File: src/rtl/spi_slave_if.sv
// spi_slave_if: SPI slave front end; deserialises MOSI words to rx_data and serialises RAM read data onto MISO.
module spi_slave_if #(
  parameter int WORD_W = 10,
  parameter int DATA_W = 8
) (
  input  logic              clk,
  input  logic              rst,
  input  logic              MOSI,
  input  logic              SS_n,
  output logic              MISO,
  output logic [WORD_W-1:0] rx_data,
  output logic              rx_valid,
  input  logic [DATA_W-1:0] tx_data,
  input  logic              tx_valid
);
  localparam int CW = $clog2(WORD_W + 1);
  localparam int TW = $clog2(DATA_W + 1);
  typedef enum logic [2:0] {IDLE, CHK_CMD, WRITE, READ_ADD, READ_DATA} state_t;
  state_t state, next;
  logic [CW-1:0] bit_cnt;
  logic [TW-1:0] tx_cnt;
  logic [WORD_W-2:0] shift;
  logic [DATA_W-1:0] tx_shift;
  logic read_addr_done, tx_busy, tx_done;
  logic rx_busy, rx_last, tx_start;
  // bit_cnt saturates at WORD_W once a word is complete, locking out further bits in this frame
  assign rx_busy  = (state inside {WRITE, READ_ADD, READ_DATA}) && bit_cnt != CW'(WORD_W);
  assign rx_last  = rx_busy && bit_cnt == CW'(WORD_W - 1);
  assign tx_start = state == READ_DATA && bit_cnt == CW'(WORD_W) && !tx_busy && !tx_done && tx_valid;
  always_ff @(posedge clk)
    if (rst) state <= IDLE;
    else state <= next;
  always_comb begin
    next = state;
    if (SS_n) next = IDLE;
    else if (state == IDLE) next = CHK_CMD;
    else if (state == CHK_CMD) next = !MOSI ? WRITE : read_addr_done ? READ_DATA : READ_ADD;
  end
  always_ff @(posedge clk) begin
    if (rst) begin
      bit_cnt        <= '0;
      tx_cnt         <= '0;
      shift          <= '0;
      tx_shift       <= '0;
      rx_data        <= '0;
      rx_valid       <= 1'b0;
      MISO           <= 1'b0;
      read_addr_done <= 1'b0;
      tx_busy        <= 1'b0;
      tx_done        <= 1'b0;
    end else if (SS_n) begin
      bit_cnt  <= '0;
      tx_cnt   <= '0;
      rx_valid <= 1'b0;
      MISO     <= 1'b0;
      tx_busy  <= 1'b0;
      tx_done  <= 1'b0;
    end else begin
      rx_valid <= 1'b0;
      if (rx_busy) begin
        shift   <= {shift[WORD_W-3:0], MOSI};
        bit_cnt <= bit_cnt + 1'b1;
        if (rx_last) begin
          rx_data  <= {shift, MOSI};
          rx_valid <= 1'b1;
          if (state == READ_ADD) read_addr_done <= 1'b1;
        end
      end
      if (tx_start) begin
        MISO     <= tx_data[DATA_W-1];
        tx_shift <= {tx_data[DATA_W-2:0], 1'b0};
        tx_cnt   <= TW'(1);
        tx_busy  <= 1'b1;
      end else if (tx_busy) begin
        if (tx_cnt == TW'(DATA_W)) begin
          MISO           <= 1'b0;
          read_addr_done <= 1'b0;
          tx_busy        <= 1'b0;
          tx_done        <= 1'b1;
        end else begin
          MISO     <= tx_shift[DATA_W-1];
          tx_shift <= {tx_shift[DATA_W-2:0], 1'b0};
          tx_cnt   <= tx_cnt + 1'b1;
        end
      end
    end
  end
endmodule
File: config.mk
export PLATFORM = sky130hd
export DESIGN_NAME = spi_slave_if
export DESIGN_NICKNAME = d
export VERILOG_FILES = /design/src/rtl/spi_slave_if.sv
export SDC_FILE = /design/constraint.sdc
export NUM_CORES = 1
export LEC_CHECK = 0
export CORE_MARGIN = 2
export CORE_UTILIZATION = 45
export DETAILED_ROUTE_END_ITERATION = 8
export PLACE_DENSITY = 0.68
export SETUP_SLACK_MARGIN = 0.3
export SLEW_MARGIN = 10
export SYNTH_ARGS = -nofsm -noshare
export SYNTH_HDL_FRONTEND = slang
export SYNTH_SLANG_ARGS = --single-unit
File: constraint.sdc
create_clock -name clk -period 2.4 [get_ports clk]
set_clock_uncertainty 0.1 [all_clocks]
set_input_delay 0.48 -clock clk [delete_from_list [all_inputs] [get_ports clk]]
set_output_delay 0.48 -clock clk [all_outputs]
set_load 0.005 [all_outputs]
==> results_dict.tcl, run 1 <==
set metrics [dict create \
    drive_above_1_share 0.1185 \
    cp.required_ps 2470 \
    cp-start-kind "register" \
    fin_nets 228 \
    grt_max_degree 29 \
    hold_slack_ps 395.3 \
    antenna_cells 0 \
    syn-num-nets 203 \
    drc 0 \
    slew-limit-headroom 0.6784 \
    fin_area_um2 2160 \
    final_antenna_net_count 0 \
    hold_violations 0 \
    ir_drop_v 0.0003012 \
    ff_latch_area_um2 840.8 \
    drt_wl_total_um 3580 \
    crit_fanout 11 \
    core_um2 3943 \
    place_congestion 0.8088 \
    final_cell_mix "dfxtp_1, nor2_1, clkdlybuf4s50_1, mux2i_1, nor3_1" \
    r2r_cells 7 \
    pre_cts_ws_ps 196.2 \
    synth_area_um2 1815 \
    fillers 341 \
    initial_utilization 0.4605 \
    slew_violations 0 \
    vias 1375 \
    finalSetupTns_ps 0 \
    r2r-start "bit_cnt[0]$_SDFFE_PP0N_" \
    powerDensity_nw_per_um2 556.6 \
    io_pins 25 \
    cts_setup_buffers 0 \
    r2r-end "rx_data[9]$_SDFFE_PP0P_" \
    yosysSeqAreaShare 0.4631 \
    place_area_um2 2073 \
    met2RoutedLength_um 1735 \
    wl_per_cell_um 13.72 \
    ys_async_sr_fraction 0 \
    cp-end-kind "register" \
    fin_util 0.5478 \
    h-tree-depth 2 \
    finalSetupViolCount 0 \
    fin_cells 261 \
    grt_pass1_vias 1330 \
    netlist_instances 185 \
    overflow 0 \
    viasPerCell 5.268 \
    worst_ep_arrival_time_ps 2030 \
    critPathLaunch "bit_cnt[0]$_SDFFE_PP0N_" \
    cp-endpoint "rx_data[9]$_SDFFE_PP0P_" \
    cts_sinks 42 \
    met3WireLength_um 172 \
    synth_edf_count 0 \
    cts_hold_buf 0 \
    synth_cell_types 40 \
    die_area_um2 4558 \
    synth-main-ff-cell "dfxtp_1" \
    tightest_slew_ps 475.7 \
    path_clk_slew_ps 80 \
    clk_path_buf_depth 2 \
    timing.final.crit_period_ps 1953 \
    die_w_um 67.52 \
    insertion_delay_ps 300 \
    p_total_mw 1.202 \
    path_class "register to register" \
    hp-class "register to register" \
    mostFrequentLayoutCell "dfxtp_1" \
    avgSynthCellArea_um2 9.813 \
    post_cts_resized 0 \
    dp_cells 253 \
    layout_setup_ws_ps 446.9 \
    highest_layer "met4" \
    cts_tree "done" \
    place_hpwl_um 2602 \
    root_buffer "clkbuf_8" \
    p_leak_nw 0.8634 \
    rows 23 \
    synth-seq-cells 42 \
    status "complete, no violations" \
    portBuffers 24 \
    grt_pass1_wl_um 5913 \
    grt_antenna_before_repair 0 \
    multiInputGateArea_um2 877.1 \
    cts_made_buffers 5 \
    area_growth_pct 18.95 \
    drt-met1-wl_um 1605 \
    first_pass_iters 6 \
    yosysWarningCount 0 \
    max_freq_mhz 512.0 \
    drt_iter0_drc 56 \
    final.period_utilization 0.8138 \
    grt_usage 0.1768 \
    fp.dieH_um 67.52 \
    drv_cap 0 \
    r2r_setup_slack_ps 450 \
    rsz0062_at_grt "false" \
]
-- final cells by class --
class	count	share of cell area
repair buffers	28	0.1251
clock buffers	6	0.03360
flip-flops and latches	42	0.3893
well taps	50	0.02897
clock inverters	2	0.006373
inverters	6	0.01043
multi-input cells	127	0.4061
-- kinds of logic (layout without fill, tap and decap cells) --
family	count (synthesis)	in the layout	share of synthesized area
AND/OR/NAND/NOR	73	73	0.2054
XOR/XNOR	6	6	0.02895
AO/OA/AOI/OAI	22	22	0.09786
multiplexers	21	21	0.1165
flip-flops	42	42	0.4631
buffers and inverters	16	42	0.05376
adder cells (fa/ha/maj)	5	5	0.03446
-- worst max-delay path, cell delays in order (launching register included) --
cell and delay (ps):
dfxtp_1 420, inv_1 70, ha_1 210, nor4b_1 430, o211ai_1 150, buf_4 230
mux2i_1 170, nor2_1 60
-- how the worst min path moves through the flow --
stage | startpoint | end | slack [ps] | cells past startpoint
after floorplan | tx_done$_SDFFE_PP0P_ | tx_done$_SDFFE_PP0P_ | 340 | 2
after global placement | tx_done$_SDFFE_PP0P_ | tx_done$_SDFFE_PP0P_ | 350 | 2
after detailed placement | tx_done$_SDFFE_PP0P_ | tx_done$_SDFFE_PP0P_ | 380 | 2
after CTS | tx_shift[1]$_SDFFE_PP0P_ | tx_shift[1]$_SDFFE_PP0P_ | 400 | 2
after global routing | tx_shift[1]$_SDFFE_PP0P_ | tx_shift[1]$_SDFFE_PP0P_ | 420 | 2
final | rx_data[5]$_SDFFE_PP0P_ | rx_data[5]$_SDFFE_PP0P_ | 400 | 2
-- per-layer routing --
metal / up-vias / GRT usage
li1: 689 / -
met5: - / 0
met3: 9 / 0.05667
met2: 29 / 0.2953
met4: 0 / 0.09949
met1: 648 / 0.1975
-- flip-flops by register name, indices dropped and copies added, names as in the netlist, 3 cells and up --
signal    cells
state         3
tx_shift      7
tx_cnt        4
rx_data      10
bit_cnt       4
shift         9
-- synth_stat cells (2+ instances only) --
cell type  count  area, um2
nand3_1        3      15.01
nand2_1        5      18.77
o221a_2        4      45.04
buf_2          2      10.01
xnor2_1        4      35.03
dfxtp_1       42      840.8
a41oi_1        2      17.52
nand2b_1       4      25.02
inv_1          6      22.52
nand3b_1       2      15.01
a211oi_1       2      15.01
a21oi_1        7      35.03
clkbuf_8       2      27.53
and2b_2        2      17.52
nor2_1        37      138.9
mux2i_1       20      200.2
ha_1           5      62.56
xor2_1         2      17.52
nor3_1        10      50.05
clkbuf_1       3      11.26
o221a_1        2      22.52
-- report_power, final --
group / internal, mW / leakage [nW] / switching (mW)
clock network: 0.205 / 0.0452 / 0.239
logic: 0.0294 / 0.480 / 0.0258
registers: 0.699 / 0.339 / 0.00400
(Power assumes the default switching activity.)
==> inputs of run 2 (changes only) <==
--- a/config.mk
+++ b/config.mk
@@ -8,7 +8,7 @@
 export CORE_MARGIN = 2
 export CORE_UTILIZATION = 45
 export DETAILED_ROUTE_END_ITERATION = 8
-export PLACE_DENSITY = 0.68
+export PLACE_DENSITY = 0.7
 export SETUP_SLACK_MARGIN = 0.3
 export SLEW_MARGIN = 10
 export SYNTH_ARGS = -nofsm -noshare
==> constraint.sdc (replaced) <==
create_clock -name clk -period 1.7 [get_ports clk]
set_clock_uncertainty 0.1 [all_clocks]
set_input_delay 0.34 -clock clk [delete_from_list [all_inputs] [get_ports clk]]
set_output_delay 0.34 -clock clk [all_outputs]
set_load 0.005 [all_outputs]
==> run 2 against run 1 <==
  * The run now ends with setup timing left
  * Setup slack worse by 460 ps
  * Clock power up 76%
  * Utilization is 11 points higher
  * Critical path depth stayed put
  * Die area is the same
  * Sequential share of layout area shrank 5.8 points
  * Routed wire length grew 11%
  * Cell area rose by 19%
  * Register-to-register slack worse by 460 ps
  * Critical path type unchanged
  * Largest power group unchanged
==> results_dict.tcl, run 2 (same netlist as run 1, synthesis figures left out) <==
set metrics [dict create \
    status "finished with violations" \
    violations "setup timing" \
    drive_above_1_share 0.3348 \
    fillers 297 \
    fin_cells 283 \
    slew_violations 0 \
    layout_setup_ws_ps -14.22 \
    path_class "register to register" \
    p_seq_frac 0.528 \
    place_area_um2 2196 \
    path_clk_slew_ps 80 \
    max_stage_delay_ps 340 \
    max_freq_mhz 583.4 \
    mostFrequentLayoutCell "nor2_1" \
    r2r_setup_slack_ps -10 \
    initial_utilization 0.4605 \
    antenna_cells 0 \
    grt_usage 0.1818 \
    rsz0062_at_grt "true" \
    first_pass_iters 4 \
    area_growth_pct 41.97 \
    grt_pass1_wl_um 6182 \
    cp-end-kind "register" \
    clkPwrFrac 0.416 \
    clk_path_buf_depth 2 \
    fp.dieH_um 67.52 \
    die_area_um2 4558 \
    tightest_slew_ps 305.5 \
    powerDensity_nw_per_um2 727.9 \
    finalSetupViolCount 4 \
    ir_drop_v 0.0005693 \
    cp-start-kind "register" \
    largest_reg_flops 10 \
    p_leak_nw 1.095 \
    viasPerCell 5.067 \
    worst-path-buf-inv 2 \
    insertion_delay_ps 290 \
    fin_area_um2 2577 \
    drt_wl_total_um 3973 \
    slew-limit-headroom 0.7958 \
    rows 23 \
    critical-path-top-delay-family "flip-flops" \
    finalSetupTns_ps -31.12 \
    multiInputGateArea_um2 1059 \
    switchingPower_uw 396.0 \
    final.period_utilization 1.008 \
    cts_hold_buf 0 \
    crit_chain "inv_2, ha_4, and3b_2, a211oi_4, buf_6, mux2i_1, nor2_1" \
    crit_path_top_delay_cell "dfxtp_2" \
    final_cell_mix "nor2_1, dfxtp_1, mux2i_1, buf_4, dlygate4sd2_1" \
    core_um2 3943 \
    place_congestion 0.8293 \
    hp-class "register to register" \
    p_sw_frac 0.2111 \
    vias 1434 \
    timing.final.crit_period_ps 1714 \
    cts_made_buffers 5 \
    p_comb_frac 0.056 \
    hold_violations 0 \
    ff_latch_area_um2 854.6 \
    grt_pass1_vias 1372 \
    cp.required_ps 1780 \
    cts_tree "done" \
    p_int_mw 1.480 \
    drv_cap 0 \
    largestRegisters "rx_data: 10 flops, shift: 9 flops, tx_shift: 7 flops" \
    drc 0 \
    place_hpwl_um 2523 \
    overflow 0 \
    cts_sinks 42 \
    io_pins 25 \
    root_buffer "clkbuf_8" \
    final_antenna_net_count 0 \
    pre_cts_ws_ps -255.6 \
    h-tree-depth 2 \
    worst_ep_arrival_time_ps 1790 \
    portBuffers 24 \
    crit_fanout 5 \
    drt_iter0_drc 99 \
    grt_antenna_before_repair 0 \
    wl_per_cell_um 14.04 \
    fin_nets 250 \
    dp_cells 264 \
    top_register "rx_data" \
    fin_util 0.6538 \
    grt_max_degree 29 \
    die_w_um 67.52 \
]
run 2: changes by cell type in the layout (fill, tap and decap cells not counted), sizes merged:
| cell | before | now |
|---|---|---|
| dlymetal6s2s | 0 | 1 |
| clkinvlp | 0 | 1 |
| clkinv | 2 | 0 |
| dlygate4sd2 | 0 | 12 |
| buf | 4 | 26 |
| bufinv | 0 | 1 |
| clkdlybuf4s50 | 24 | 11 |
run 2: final cells by class:
cell class	instances	area share
Multi-Input combinational cell	127	0.4107
Tap cell	50	0.02427
Timing Repair Buffer	50	0.1820
Inverter	6	0.008738
Sequential cell	42	0.3316
Clock buffer	6	0.02816
Clock inverter	2	0.01456
run 2: power groups by stage:
stage / Combinational (mW) / Sequential (mW) / Clock (mW)
6_report: 0.106 / 0.990 / 0.781
5_1_grt: 0.114 / 0.991 / 0.836
4_1_cts: 0.100 / 0.989 / 0.801
3_5_place_dp: 0.0873 / 1.01 / 0
3_3_place_gp: 0.0854 / 1.01 / 0
2_1_floorplan: 0.0422 / 1.01 / 0
run 2: metal layers:
metal  wire [um]  vias to the layer above  track usage
li1            -                      738            -
met1        1774                      673       0.2112
met2        2025                       19       0.3113
met3         143                        4      0.05500
met4          29                        0      0.07143
met5           0                        -            0
run 2: path summary, 6_finish.rpt:
| path | startpoint | to | cells after the start |
|---|---|---|---|
| worst max register to register | bit_cnt[0]$_SDFFE_PP0N_ | shift[8]$_SDFFE_PP0P_ | 7 |
| worst min-delay path | rx_data[1]$_SDFFE_PP0P_ | rx_data[1]$_SDFFE_PP0P_ | 2 |
| worst max-delay path | bit_cnt[0]$_SDFFE_PP0N_ | shift[8]$_SDFFE_PP0P_ | 7 |
| worst min register to register | rx_data[1]$_SDFFE_PP0P_ | rx_data[1]$_SDFFE_PP0P_ | 2 |
run 2: timing repair:
action	4_1_cts	5_1_grt
resized for setup	40	15
buffers inserted	8	2
setup endpoints to repair	50	39
gates cloned	1	0
pin swaps	13	15
run 2: per-stage QoR:
step / total power [mW] / hold slack, ps
floorplan: 1.056 / 337.7
global placement: 1.098 / 371.0
detailed placement: 1.100 / 388.8
CTS: 1.891 / 404.4
global route: 1.941 / 422.1
finish: 1.876 / 392.4
run 2: worst reg2reg max path, stage by stage, from the launching register on:
cell	delay (ps)
dfxtp_2	340
inv_2	40
ha_4	150
and3b_2	240
a211oi_4	320
buf_6	180
mux2i_1	180
nor2_1	70
